[config.mk]
export PLATFORM = sky130hd
export DESIGN_NAME = pid_seq
export DESIGN_NICKNAME = d
export VERILOG_FILES = /design/src/rtl/pid_seq.sv
export SDC_FILE = /design/constraint.sdc
export NUM_CORES = 1
export LEC_CHECK = 0
export ABC_AREA = 1
export BUFFER_PORTS_ARGS = -buffer_cell sky130_fd_sc_hd__buf_2
export CORE_ASPECT_RATIO = 1.75
export CORE_MARGIN = 8
export CORE_UTILIZATION = 60
export CTS_BUF_LIST = sky130_fd_sc_hd__clkbuf_8 sky130_fd_sc_hd__clkbuf_16
export CTS_CLUSTER_DIAMETER = 30
export DETAILED_ROUTE_END_ITERATION = 10
export HOLD_SLACK_MARGIN = 0.12
export PLACE_DENSITY = 0.81
export SLEW_MARGIN = 30
export SYNTH_ARGS = -nofsm -noshare
export SYNTH_HDL_FRONTEND = slang
export SYNTH_SLANG_ARGS = --single-unit
[constraint.sdc]
create_clock -name clk -period 2.3 [get_ports clk]
set_clock_uncertainty 0.2 [all_clocks]
set_input_delay 0.46 -clock clk [delete_from_list [all_inputs] [get_ports clk]]
set_output_delay 0.46 -clock clk [all_outputs]
set_load 0.1 [all_outputs]
[src/rtl/pid_seq.sv]
// Power-up / rider / balance sequencer feeding the PID controller, with a sensor watchdog.
// Optional: define PID_SEQ_STEER_HYST_EN to give en_steer a release hysteresis band.
module pid_seq #(
    parameter logic [12:0] MIN_WT     = 13'h0400,
    parameter logic [11:0] DIFF_TOL   = 12'h0100,
    parameter int unsigned SETTLE_CYC = 1024,
    parameter int unsigned WDOG_CYC   = 4096
) (
    input  logic        clk,
    input  logic        rst_n,
    input  logic        pwr_up,
    input  logic [11:0] lft_ld,
    input  logic [11:0] rght_ld,
    input  logic        nemo_vld,
    output logic        pid_pwr_up,
    output logic        pid_rider_off,
    output logic        pid_vld,
    output logic        en_steer,
    output logic        fault,
    output logic [1:0]  state_o
);

    localparam int unsigned SCNT_W = (SETTLE_CYC > 1) ? $clog2(SETTLE_CYC) : 1;
    localparam int unsigned WCNT_W = (WDOG_CYC > 1) ? $clog2(WDOG_CYC) : 1;
    localparam logic [SCNT_W-1:0] SCNT_LAST = SCNT_W'(SETTLE_CYC - 1);
    localparam logic [WCNT_W-1:0] WCNT_LAST = WCNT_W'(WDOG_CYC - 1);
`ifdef PID_SEQ_STEER_HYST_EN
    localparam logic [12:0] STEER_REL = 13'(DIFF_TOL) + 13'(DIFF_TOL >> 2);
`endif

    typedef enum logic [1:0] {
        ST_OFF     = 2'd0,
        ST_IDLE    = 2'd1,
        ST_SETTLE  = 2'd2,
        ST_BALANCE = 2'd3
    } state_t;

    state_t              r_state;
    logic [SCNT_W-1:0]   r_scnt;
    logic [WCNT_W-1:0]   r_wcnt;
    logic                r_fault;
    logic                r_pid_pwr_up;
    logic                r_pid_rider_off;
    logic                r_pid_vld;
    logic                r_en_steer;

    state_t              w_state_nxt;
    logic [SCNT_W-1:0]   w_scnt_nxt;
    logic [WCNT_W-1:0]   w_wcnt_nxt;
    logic                w_fault_nxt;
    logic                w_pid_pwr_up_nxt;
    logic                w_pid_rider_off_nxt;
    logic                w_pid_vld_nxt;
    logic                w_en_steer_nxt;

    logic [12:0]         w_sum;
    logic [11:0]         w_diff;
    logic                w_rider;
    logic                w_bal;
    logic                w_wdog_exp;
    logic                w_steer_ok;

    // Load-cell conditions: rider presence and left/right balance
    assign w_sum      = {1'b0, lft_ld} + {1'b0, rght_ld};
    assign w_diff     = (lft_ld >= rght_ld) ? (lft_ld - rght_ld) : (rght_ld - lft_ld);
    assign w_rider    = (w_sum > MIN_WT);
    assign w_bal      = (w_diff < DIFF_TOL);
    assign w_wdog_exp = (r_state == ST_BALANCE) && !nemo_vld && (r_wcnt == WCNT_LAST);

`ifdef PID_SEQ_STEER_HYST_EN
    assign w_steer_ok = w_bal || (r_en_steer && ({1'b0, w_diff} < STEER_REL));
`else
    assign w_steer_ok = w_bal;
`endif

    // Next state, counters and registered output values
    always_comb begin
        w_state_nxt = r_state;
        w_scnt_nxt  = '0;
        w_wcnt_nxt  = '0;
        w_fault_nxt = r_fault;

        if (!pwr_up) begin
            w_state_nxt = ST_OFF;
            w_fault_nxt = 1'b0;
        end else begin
            case (r_state)
                ST_OFF: begin
                    if (!r_fault) w_state_nxt = ST_IDLE;
                end
                ST_IDLE: begin
                    if (w_rider && !r_fault) w_state_nxt = ST_SETTLE;
                end
                ST_SETTLE: begin
                    if (!w_rider) begin
                        w_state_nxt = ST_IDLE;
                    end else if (!w_bal) begin
                        w_scnt_nxt = '0;
                    end else if (r_scnt == SCNT_LAST) begin
                        w_state_nxt = ST_BALANCE;
                    end else begin
                        w_scnt_nxt = r_scnt + SCNT_W'(1);
                    end
                end
                ST_BALANCE: begin
                    // Expiry and rider drop on the same edge both land in IDLE with fault set
                    if (w_wdog_exp) w_fault_nxt = 1'b1;
                    if (!w_rider || w_wdog_exp) begin
                        w_state_nxt = ST_IDLE;
                    end else if (!nemo_vld) begin
                        w_wcnt_nxt = (r_wcnt == WCNT_LAST) ? r_wcnt : (r_wcnt + WCNT_W'(1));
                    end
                end
                default: w_state_nxt = ST_OFF;
            endcase
        end

        w_pid_pwr_up_nxt    = (w_state_nxt != ST_OFF);
        w_pid_rider_off_nxt = (w_state_nxt != ST_BALANCE);
        w_pid_vld_nxt       = nemo_vld && (r_state == ST_BALANCE) && (w_state_nxt == ST_BALANCE);
        w_en_steer_nxt      = (w_state_nxt == ST_BALANCE) && w_steer_ok;
    end

    always_ff @(posedge clk or negedge rst_n) begin
        if (!rst_n) begin
            r_state         <= ST_OFF;
            r_scnt          <= '0;
            r_wcnt          <= '0;
            r_fault         <= 1'b0;
            r_pid_pwr_up    <= 1'b0;
            r_pid_rider_off <= 1'b1;
            r_pid_vld       <= 1'b0;
            r_en_steer      <= 1'b0;
        end else begin
            r_state         <= w_state_nxt;
            r_scnt          <= w_scnt_nxt;
            r_wcnt          <= w_wcnt_nxt;
            r_fault         <= w_fault_nxt;
            r_pid_pwr_up    <= w_pid_pwr_up_nxt;
            r_pid_rider_off <= w_pid_rider_off_nxt;
            r_pid_vld       <= w_pid_vld_nxt;
            r_en_steer      <= w_en_steer_nxt;
        end
    end

    assign pid_pwr_up    = r_pid_pwr_up;
    assign pid_rider_off = r_pid_rider_off;
    assign pid_vld       = r_pid_vld;
    assign en_steer      = r_en_steer;
    assign fault         = r_fault;
    assign state_o       = r_state;

endmodule
# Word level (Yosys, flattened, before mapping)
# Index checks and enable logic that the tools add are counted.
[op_classes]
addsub = 5
n_mul = 0
div_mod_pow = 0
magnitude_cmp = 3
n_eq_ne = 10
shifts = 0
muxes = 22
n_bitwise = 0
reduce_logical = 13
[op_table]
columns = ["op", "n"]
rows = [
  ["$mux 12", 6],
  ["$mux 10", 5],
  ["$sub 12x12->12", 2],
  ["$mux 2", 7],
  ["$add 12x12->13", 1],
  ["$gt 13x11->1 const B", 1],
  ["$add 12x1->12 const B", 1],
  ["$eq 12x12->1 const B", 1],
  ["$ge 12x12->1", 1],
  ["$lt 12x9->1 const B", 1],
  ["$add 10x1->10 const B", 1],
  ["$eq 10x10->1 const B", 1],
  ["$pmux 2 s4", 1],
  ["$eq 2x2->1 const B", 3],
  ["$logic_and 1x1->1", 6],
  ["$ne 5x5->1 const B", 1],
  ["$ne 2x1->1 const B", 2],
  ["$logic_not 1->1", 3],
  ["$mux 1", 3],
  ["$eq 2x1->1 const B", 1],
  ["$logic_not 2->1", 1],
  ["$ne 2x2->1 const B", 1],
  ["$reduce_and 2->1", 1],
  ["$reduce_bool 2->1", 1],
  ["$logic_or 1x1->1", 1],
]
[totals]
regBits = 29
latch_bits = 0
ramBits = 0
rom_bits = 0
out_inout_bits = 7
wordCells = 61
mem_count = 0

# Logic depth before layout (Yosys ltp)
# Gate-level depths: netlist of run 1.
[logic_depth]
word_depth = 9
ltp_mapped = 21
depth_no_buf = 20

# Least setup slack after synthesis of run 1
# Ideal clock, no wire load.
[synth_timing]
path_type = "input -> register"
start = "in lft_ld[0]"
end = "reg r_scnt[0]"
setup_time_ns = 0.073
arrival_ns = 2.227
required_time_ns = 2.027
slack_ns = -0.200
cell_stages = 16
n_path_buf = 0
path_cell_list = "ha_1 > fa_1 > nand2_1 > nand2_1 > nand2_1 > nand2_1 > nand2_1 > nand2_1 > xor2_1 > inv_1 > nand2_2 > nand2_4 > nand2_1 > nor3_2 > o21ai_2 > nor2_1"
[synth_via]
elab_chain_cells = 7
elab_cells_between_ends = 11
cone_classes = "add/sub: 3; order compare: 3; mux: 5"
[synth_rtl]
columns = ["item", "line", "rtl"]
rows = [
  ["start, declared", "12", "input logic [11:0] lft_ld,"],
  ["$sub 12x12->12 / $ge 12x12->1 (equally long branches)", "65", "assign w_diff = (lft_ld >= rght_ld) ? (lft_ld - rght_ld) : (rght_ld - lft_ld);"],
  ["$mux 12", "65", ""],
  ["$lt 12x9->1", "67", "assign w_bal = (w_diff < DIFF_TOL);"],
  ["$mux 10", "97", "end else if (!w_bal) begin"],
  ["$mux 10 *", "95", "if (!w_rider) begin"],
  ["$mux 10 *", "87", "case (r_state)"],
  ["$mux 10 *", "83", "if (!pwr_up) begin"],
  ["named net w_scnt_nxt[0]", "48", "logic [SCNT_W-1:0] w_scnt_nxt;"],
  ["end signal, assigned", "136", "r_scnt <= w_scnt_nxt;"],
  ["end, declared", "39", "logic [SCNT_W-1:0] r_scnt;"],
]
# Mark *: on every way through the listed nets, which the timed path passes. The rest lies on a longest branch.
# A chain may end at the register's enable or synchronous reset.

# Worst setup path in the final report of run 1
[layout_timing]
start = "in rght_ld[2]"
end = "reg r_scnt[9]"
[layout_via]
elab_chain_cells = 7
elab_cells_between_ends = 11
cone_classes = "add/sub: 3; order compare: 3; mux: 5"
[layout_rtl]
columns = ["item", "line", "rtl"]
rows = [
  ["start, declared", "13", "input logic [11:0] rght_ld,"],
  ["$sub 12x12->12 / $ge 12x12->1 (equally long branches)", "65", ""],
  ["$mux 12", "65", ""],
  ["$lt 12x9->1", "67", ""],
  ["$mux 10", "97", ""],
  ["$mux 10 *", "95", ""],
  ["$mux 10 *", "87", ""],
  ["$mux 10 *", "83", ""],
  ["named net w_scnt_nxt[9]", "48", ""],
]
# Marks and branches as above.

==> results.cfg, run 1 <==
[status]
outcome = complete, but fails checks
violations = setup timing

[synth]
synth_edf_count = 0
synth-seq-cells = 29
netlist_area_um2 = 3219
netlist_top_cells_count = nand2_1 (155), inv_1 (87), nor2_1 (56)
async_reset_ff_frac = 1.000
syn_avg_cell_area_um2 = 6.413
yosys.area_share.xor_xnor = 0.04081
postSynthCellCount = 502
synth.area.top_cells = dfrtp_1 (22%), nand2_1 (18%), ha_1 (14%)
synth_top_family_by_area = simple AND/OR/NAND/NOR gates
yosysTopAreaCellShare = 0.2176
yosysMostFrequentCell = nand2_1
yosys.area.top_type = dfrtp_1
yosysWarnings = 0
synth_compound_area_frac = 0.07462
syn-num-nets = 568
synthDistinctLibCells = 35
synthAdderAreaFrac = 0.1500
synth-simple-area-share = 0.3824
ys_seq_area_frac = 0.2258
synth_ff_type = dfrtp_1
muxShareOfSynthArea = 0

[power]
powerDensity_nw_per_um2 = 425.2
p_leak_nw = 2.403
ir_drop_v = 0.0002449

[timing]
fin_crit_ns = 2.605
fmax_ghz = 0.3839
hold_violations = 0
slew_violations = 0
tightest_slew_ns = 0.6233
fin_crit_sh = 1.133
fin_ws_ns = -0.3048
rsz0062_at_grt = true
finalSetupTns_ns = -5.170
slew_headroom = 0.5844
setup_viol = 26

[clock_network]
cts-htree-levels = 2
cts_sinks = 29
cts_buffers = 5
cts_tree = done
cts_root_buffer = clkbuf_8
insertion_delay_ns = 0.29
cts.path.max_buffers = 2
clk_pin_slew_ns = 0.06

[hold_path]
worstHoldStart = nemo_vld
holdPathStages = 3
min_path_type = input port to register
whs_endpoint = pid_vld

[setup_path]
worst_ep_arrival_time_ns = 2.62
reg2reg_to = r_wcnt[6]
path_class = input port to register
path_max_fanout = 6
crit_path_start = rght_ld[2]
required_ns = 2.32
r2r_slack_ns = -0.01
worstSetupStartpointType = input port
endpoint_kind = register
r2r_cells = 11
r2r-start = r_wcnt[0]

[route]
via_per_inst = 5.500
final_antenna_net_count = 0
first_pass_iters = 5
dr_total_vias = 3685
drt_iter0_markers = 330
drcViolationCount = 0
wl_per_cell_um = 14.76
wl_um = 9888

[die]
ios = 35
core_um2 = 5211
fp.dieW_um = 71.37
num_rows = 35
start_util = 0.6178
dieArea_um2 = 8058
die-height_um = 112.9

[placement]
place_area_um2 = 3914
io_buffers = 34
numPlacedInstances = 645
place_congestion = 0.9354
post-place-ws_ns = -0.5863
dp_hpwl_um = 6631

[layout]
stdcell_area_um2 = 4544
drive_above_1_share = 0.3528
fin_cells = 670
nNetsFinal = 680
syn2layout_area_growth_pct = 41.16
n_antenna_cell = 0
layout.core_utilization = 0.8720

[grt]
grt_pass1_wl_um = 15530
grt_max_degree = 30
grt_pass1_vias = 3659
grt_usage = 0.2338
overflow = 0
antenna_found_initial = 0

[run]
cap_viol_max_count = 0
==> report_power, final <==
part	total, mW	switching, mW	internal (mW)
logic	0.992	0.591	0.401
registers	0.535	0.0132	0.522
clock network	0.405	0.200	0.205
total	1.93	0.804	1.13
==> final cells by class <==
cell class,count,area [µm²]
inverter,91,344.1
fill,286,666.9
sequential,29,726.9
multi-input combinational,374,2495
tap,55,68.82
clock inverter,3,13.76
timing repair buffer,113,827.0
clock buffer,5,68.82
==> worst max path at each step <==
| stage | end | slack, ns | cells after the start |
|---|---|---|---|
| after floorplan | r_scnt[0] | -0.11 | 16 |
| final | r_scnt[9] | -0.30 | 20 |
| after detailed placement | r_scnt[0] | -0.59 | 18 |
| after global routing | r_scnt[9] | -0.44 | 18 |
| after CTS | en_steer | -0.13 | 17 |
| after global placement | r_scnt[0] | -0.55 | 18 |
==> metrics by stage <==
step                      hold WS (ns)  power, mW
after floorplan               -0.03559      1.061
after global placement          0.2424      1.307
after detailed placement        0.2531      1.320
after CTS                       0.2241      1.814
after global routing            0.2524      2.038
final                           0.2366      1.932
==> critical path: stages <==
cell and delay, ns:
buf_2 0.12, buf_4 0.14, ha_4 0.15, inv_1 0.08, nor2_1 0.05, nor2_1 0.17, nand2_2 0.11, nand2_1 0.08
nand2_1 0.06, nand2_1 0.08, inv_1 0.06, nand3_2 0.06, nor2_1 0.05, nand2_1 0.08, nand2_2 0.07, nand2_4 0.12
nand2_4 0.08, nor3_4 0.30, o21ai_4 0.15, nor2_2 0.14
==> sequential cells by signal, indices dropped and copies added (netlist names) <==
signal and cells:
en_steer 1, fault 1, pid_pwr_up 1, pid_rider_off 1, pid_vld 1, r_scnt 10, r_wcnt 12, state_o 2
==> kinds of logic (layout without fill, tap and decap cells) <==
group	Yosys count	after routing
AO/OA/AOI/OAI	37	38
flip-flops	29	29
XOR/XNOR	15	15
AND/OR/NAND/NOR	283	283
buffers and inverters	100	212
adder cells (fa/ha/maj)	38	38
==> cells in the final DEF, fill, tap and decap left out, types with 14 or more instances in the layout <==
cell type	synthesis	routed
a21oi_1	18	16
nor2_2	5	15
inv_2	4	16
nand3_1	29	24
dfrtp_1	28	28
nor2_1	56	41
nand2_2	3	19
ha_4	0	14
nand2_1	155	137
buf_2	1	31
buf_4	8	70
ha_1	37	23
inv_1	87	75
==> what timing repair did <==
action | 4_1_cts | 5_1_grt
cloned | 1 | 0
setup endpoints to repair | 26 | 27
pin swaps | 16 | 30
hold buffers | 1 | 0
endpoints found under the hold margin | 28 | 0
buffers inserted | 6 | 9
resized for setup | 55 | 46
==> per-layer routing <==
layer	GRT usage	wire [µm]	vias up
li1	-	-	1780
met1	0.2228	3405	1695
met2	0.4451	5429	152
met3	0.03100	422	58
met4	0.1510	630	0
met5	0	0	-
(Power assumes the default switching activity.)
==> run 2: changes to the inputs <==
--- a/config.mk
+++ b/config.mk
@@ -10,7 +10,7 @@
 export CORE_ASPECT_RATIO = 1.75
 export CORE_MARGIN = 8
 export CORE_UTILIZATION = 60
-export CTS_BUF_LIST = sky130_fd_sc_hd__clkbuf_8 sky130_fd_sc_hd__clkbuf_16
+export CTS_BUF_LIST = sky130_fd_sc_hd__clkbuf_2 sky130_fd_sc_hd__clkbuf_4 sky130_fd_sc_hd__clkbuf_8
 export CTS_CLUSTER_DIAMETER = 30
 export DETAILED_ROUTE_END_ITERATION = 10
 export HOLD_SLACK_MARGIN = 0.12
==> run 2 against run 1 <==
Against the previous run:
- the run still ends with setup timing left
- non-clock buffer count did not move
- critical path depth did not move
- clock-buffer cell count rose by 1
- power is 0.75% higher
- sequential share of layout area about the same
- fmax is 0.49% lower
- register-to-register slack worse by 0.15 ns
- clock power is 3% higher
- sequential power barely moved
- via count is essentially flat
- setup slack got worse by 0.013 ns
- critical endpoint unchanged
- largest cell class unchanged
==> results.cfg, run 2 (synthesis results as in run 1) <==
[status]
outcome = complete, but fails checks
violations = setup timing

[route]
wl_per_cell_um = 15.05
first_pass_iters = 5
final_antenna_net_count = 0
drcViolationCount = 0
drt_iter0_markers = 350
dr_total_vias = 3683
via_per_inst = 5.497
wl_um = 10080

[clock_network]
cts_tree = done
cts-htree-levels = 2
cts.path.max_buffers = 2
clk_pin_slew_ns = 0.06
insertion_delay_ns = 0.29
cts_root_buffer = clkbuf_8
cts_buffers = 5
cts_sinks = 29

[die]
num_rows = 35
dieArea_um2 = 8058
die-height_um = 112.9
fp.dieW_um = 71.37
ios = 35
core_um2 = 5211
start_util = 0.6178

[placement]
dp_hpwl_um = 6631
place_area_um2 = 3914
place_congestion = 0.9354
post-place-ws_ns = -0.5863
numPlacedInstances = 645
io_buffers = 34

[grt]
use_met3 = 0.03012
use_met2 = 0.4482
grt_usage = 0.2354
gr-max-usage-layer = met2
overflow = 0
grt_pass1_wl_um = 15590
antenna_found_initial = 0
grt_pass1_vias = 3680
grt_use_met1 = 0.2233
grt_max_degree = 30

[setup_path]
worstSetupStartpointType = input port
path_max_fanout = 6
required_ns = 2.31
cpMostUsedCell = nand2_1
worst_ep_arrival_time_ns = 2.63
path_class = input port to register
cpPeakStageDelay_ns = 0.30
slowest_stage = nor3_4
cp_cell_sequence = buf_2, buf_4, ha_4, inv_1, nor2_1, nor2_1, nand2_2, nand2_1, nand2_1, nand2_1, inv_1, nand3_2, nor2_1, nand2_1, nand2_2, nand2_4, nand2_4, nor3_4, o21ai_4, nor2_2
endpoint_kind = register

[layout]
layout_common_cells = nand2_1 (137), inv_1 (74), buf_4 (70)
final_common_cell = nand2_1
largest-register = r_wcnt
syn2layout_area_growth_pct = 41.27
nNetsFinal = 680
fin_cells = 670
drive_above_1_share = 0.3545
stdcell_area_um2 = 4548
n_antenna_cell = 0
layout.core_utilization = 0.8727
largest_register_ffs = 12

[timing]
setup_viol = 26
finalSetupTns_ns = -5.641
fin_crit_ns = 2.618
fin_ws_ns = -0.3178
fin_crit_sh = 1.138
slew_headroom = 0.5839
fmax_ghz = 0.3820
hold_violations = 0
slew_violations = 0
tightest_slew_ns = 0.6241
rsz0062_at_grt = true

[power]
p_sw_frac = 0.4123
p_leak_nw = 2.402
ir_drop_v = 0.0002434
p_comb_frac = 0.511
p_int_mw = 1.144
powerDensity_nw_per_um2 = 428.0
p_sw_uw = 802.5
p_seq_frac = 0.275
clockPowerShare = 0.214

[hold_path]
min_path_type = input port to register

[run]
cap_viol_max_count = 0
[run 2: cell count changes in the layout (fill, tap and decap cells not counted)]
cell | previous run | this run
clkbuf_4 | 0 | 1
inv_1 | 75 | 74
[run 2: final cells by class]
class,instances,area (µm²)
inverters,91,344.1
flip-flops and latches,29,726.9
multi-input cells,374,2495
well taps,55,68.82
clock inverters,2,10.01
repair buffers,113,827.0
clock buffers,6,76.32
fillers,284,663.1
[run 2: per-stage QoR]
stage | hold WS [ns] | power [mW]
3_5_place_dp | 0.2531 | 1.320
6_report | 0.2465 | 1.947
4_1_cts | 0.2241 | 1.830
2_1_floorplan | -0.03559 | 1.061
5_1_grt | 0.2558 | 2.057
3_3_place_gp | 0.2424 | 1.307
[run 2: path summary, 6_finish.rpt]
check | from | end | slack, ns | cells past startpoint
max | rght_ld[2] | r_scnt[9] | -0.32 | 20
min | nemo_vld | pid_vld | 0.25 | 3
max reg2reg | r_wcnt[0] | r_wcnt[0] | -0.16 | 11
min reg2reg | r_scnt[0] | r_scnt[0] | 0.27 | 1
max in group asynchronous | rst_n | r_scnt[0] | 0.96 | 2
min in group asynchronous | rst_n | r_wcnt[2] | 0.52 | 2
[run 2: worst max-delay path: cells and delay by family]
kind                     cells  cell delay (ns)
AO/OA/AOI/OAI                1             0.15
buffers and inverters        4             0.39
adder cells (fa/ha/maj)      1             0.15
AND/OR/NAND/NOR             14             1.48
[run 2: per-layer routing]
metal,share of wire,vias up
li1,-,1781
met1,0.35,1690
met2,0.55,156
met3,0.041,56
met4,0.064,0
met5,0,-
[run 2: what timing repair did]
action	in CTS	in global routing
gates cloned	1	0
pin swaps	16	30
setup buffers	6	9
hold buffers	1	0
hold endpoints to repair	28	0
endpoints found under the setup margin	26	27
gates resized for setup	55	46
[run 2: power groups by stage]
stage               logic (mW)  clock network, mW  registers [mW]
finish                   0.995              0.416           0.535
global route              1.08              0.443           0.536
CTS                      0.880              0.418           0.533
floorplan                0.447                  0           0.614
detailed placement       0.778                  0           0.542
global placement         0.766                  0           0.541
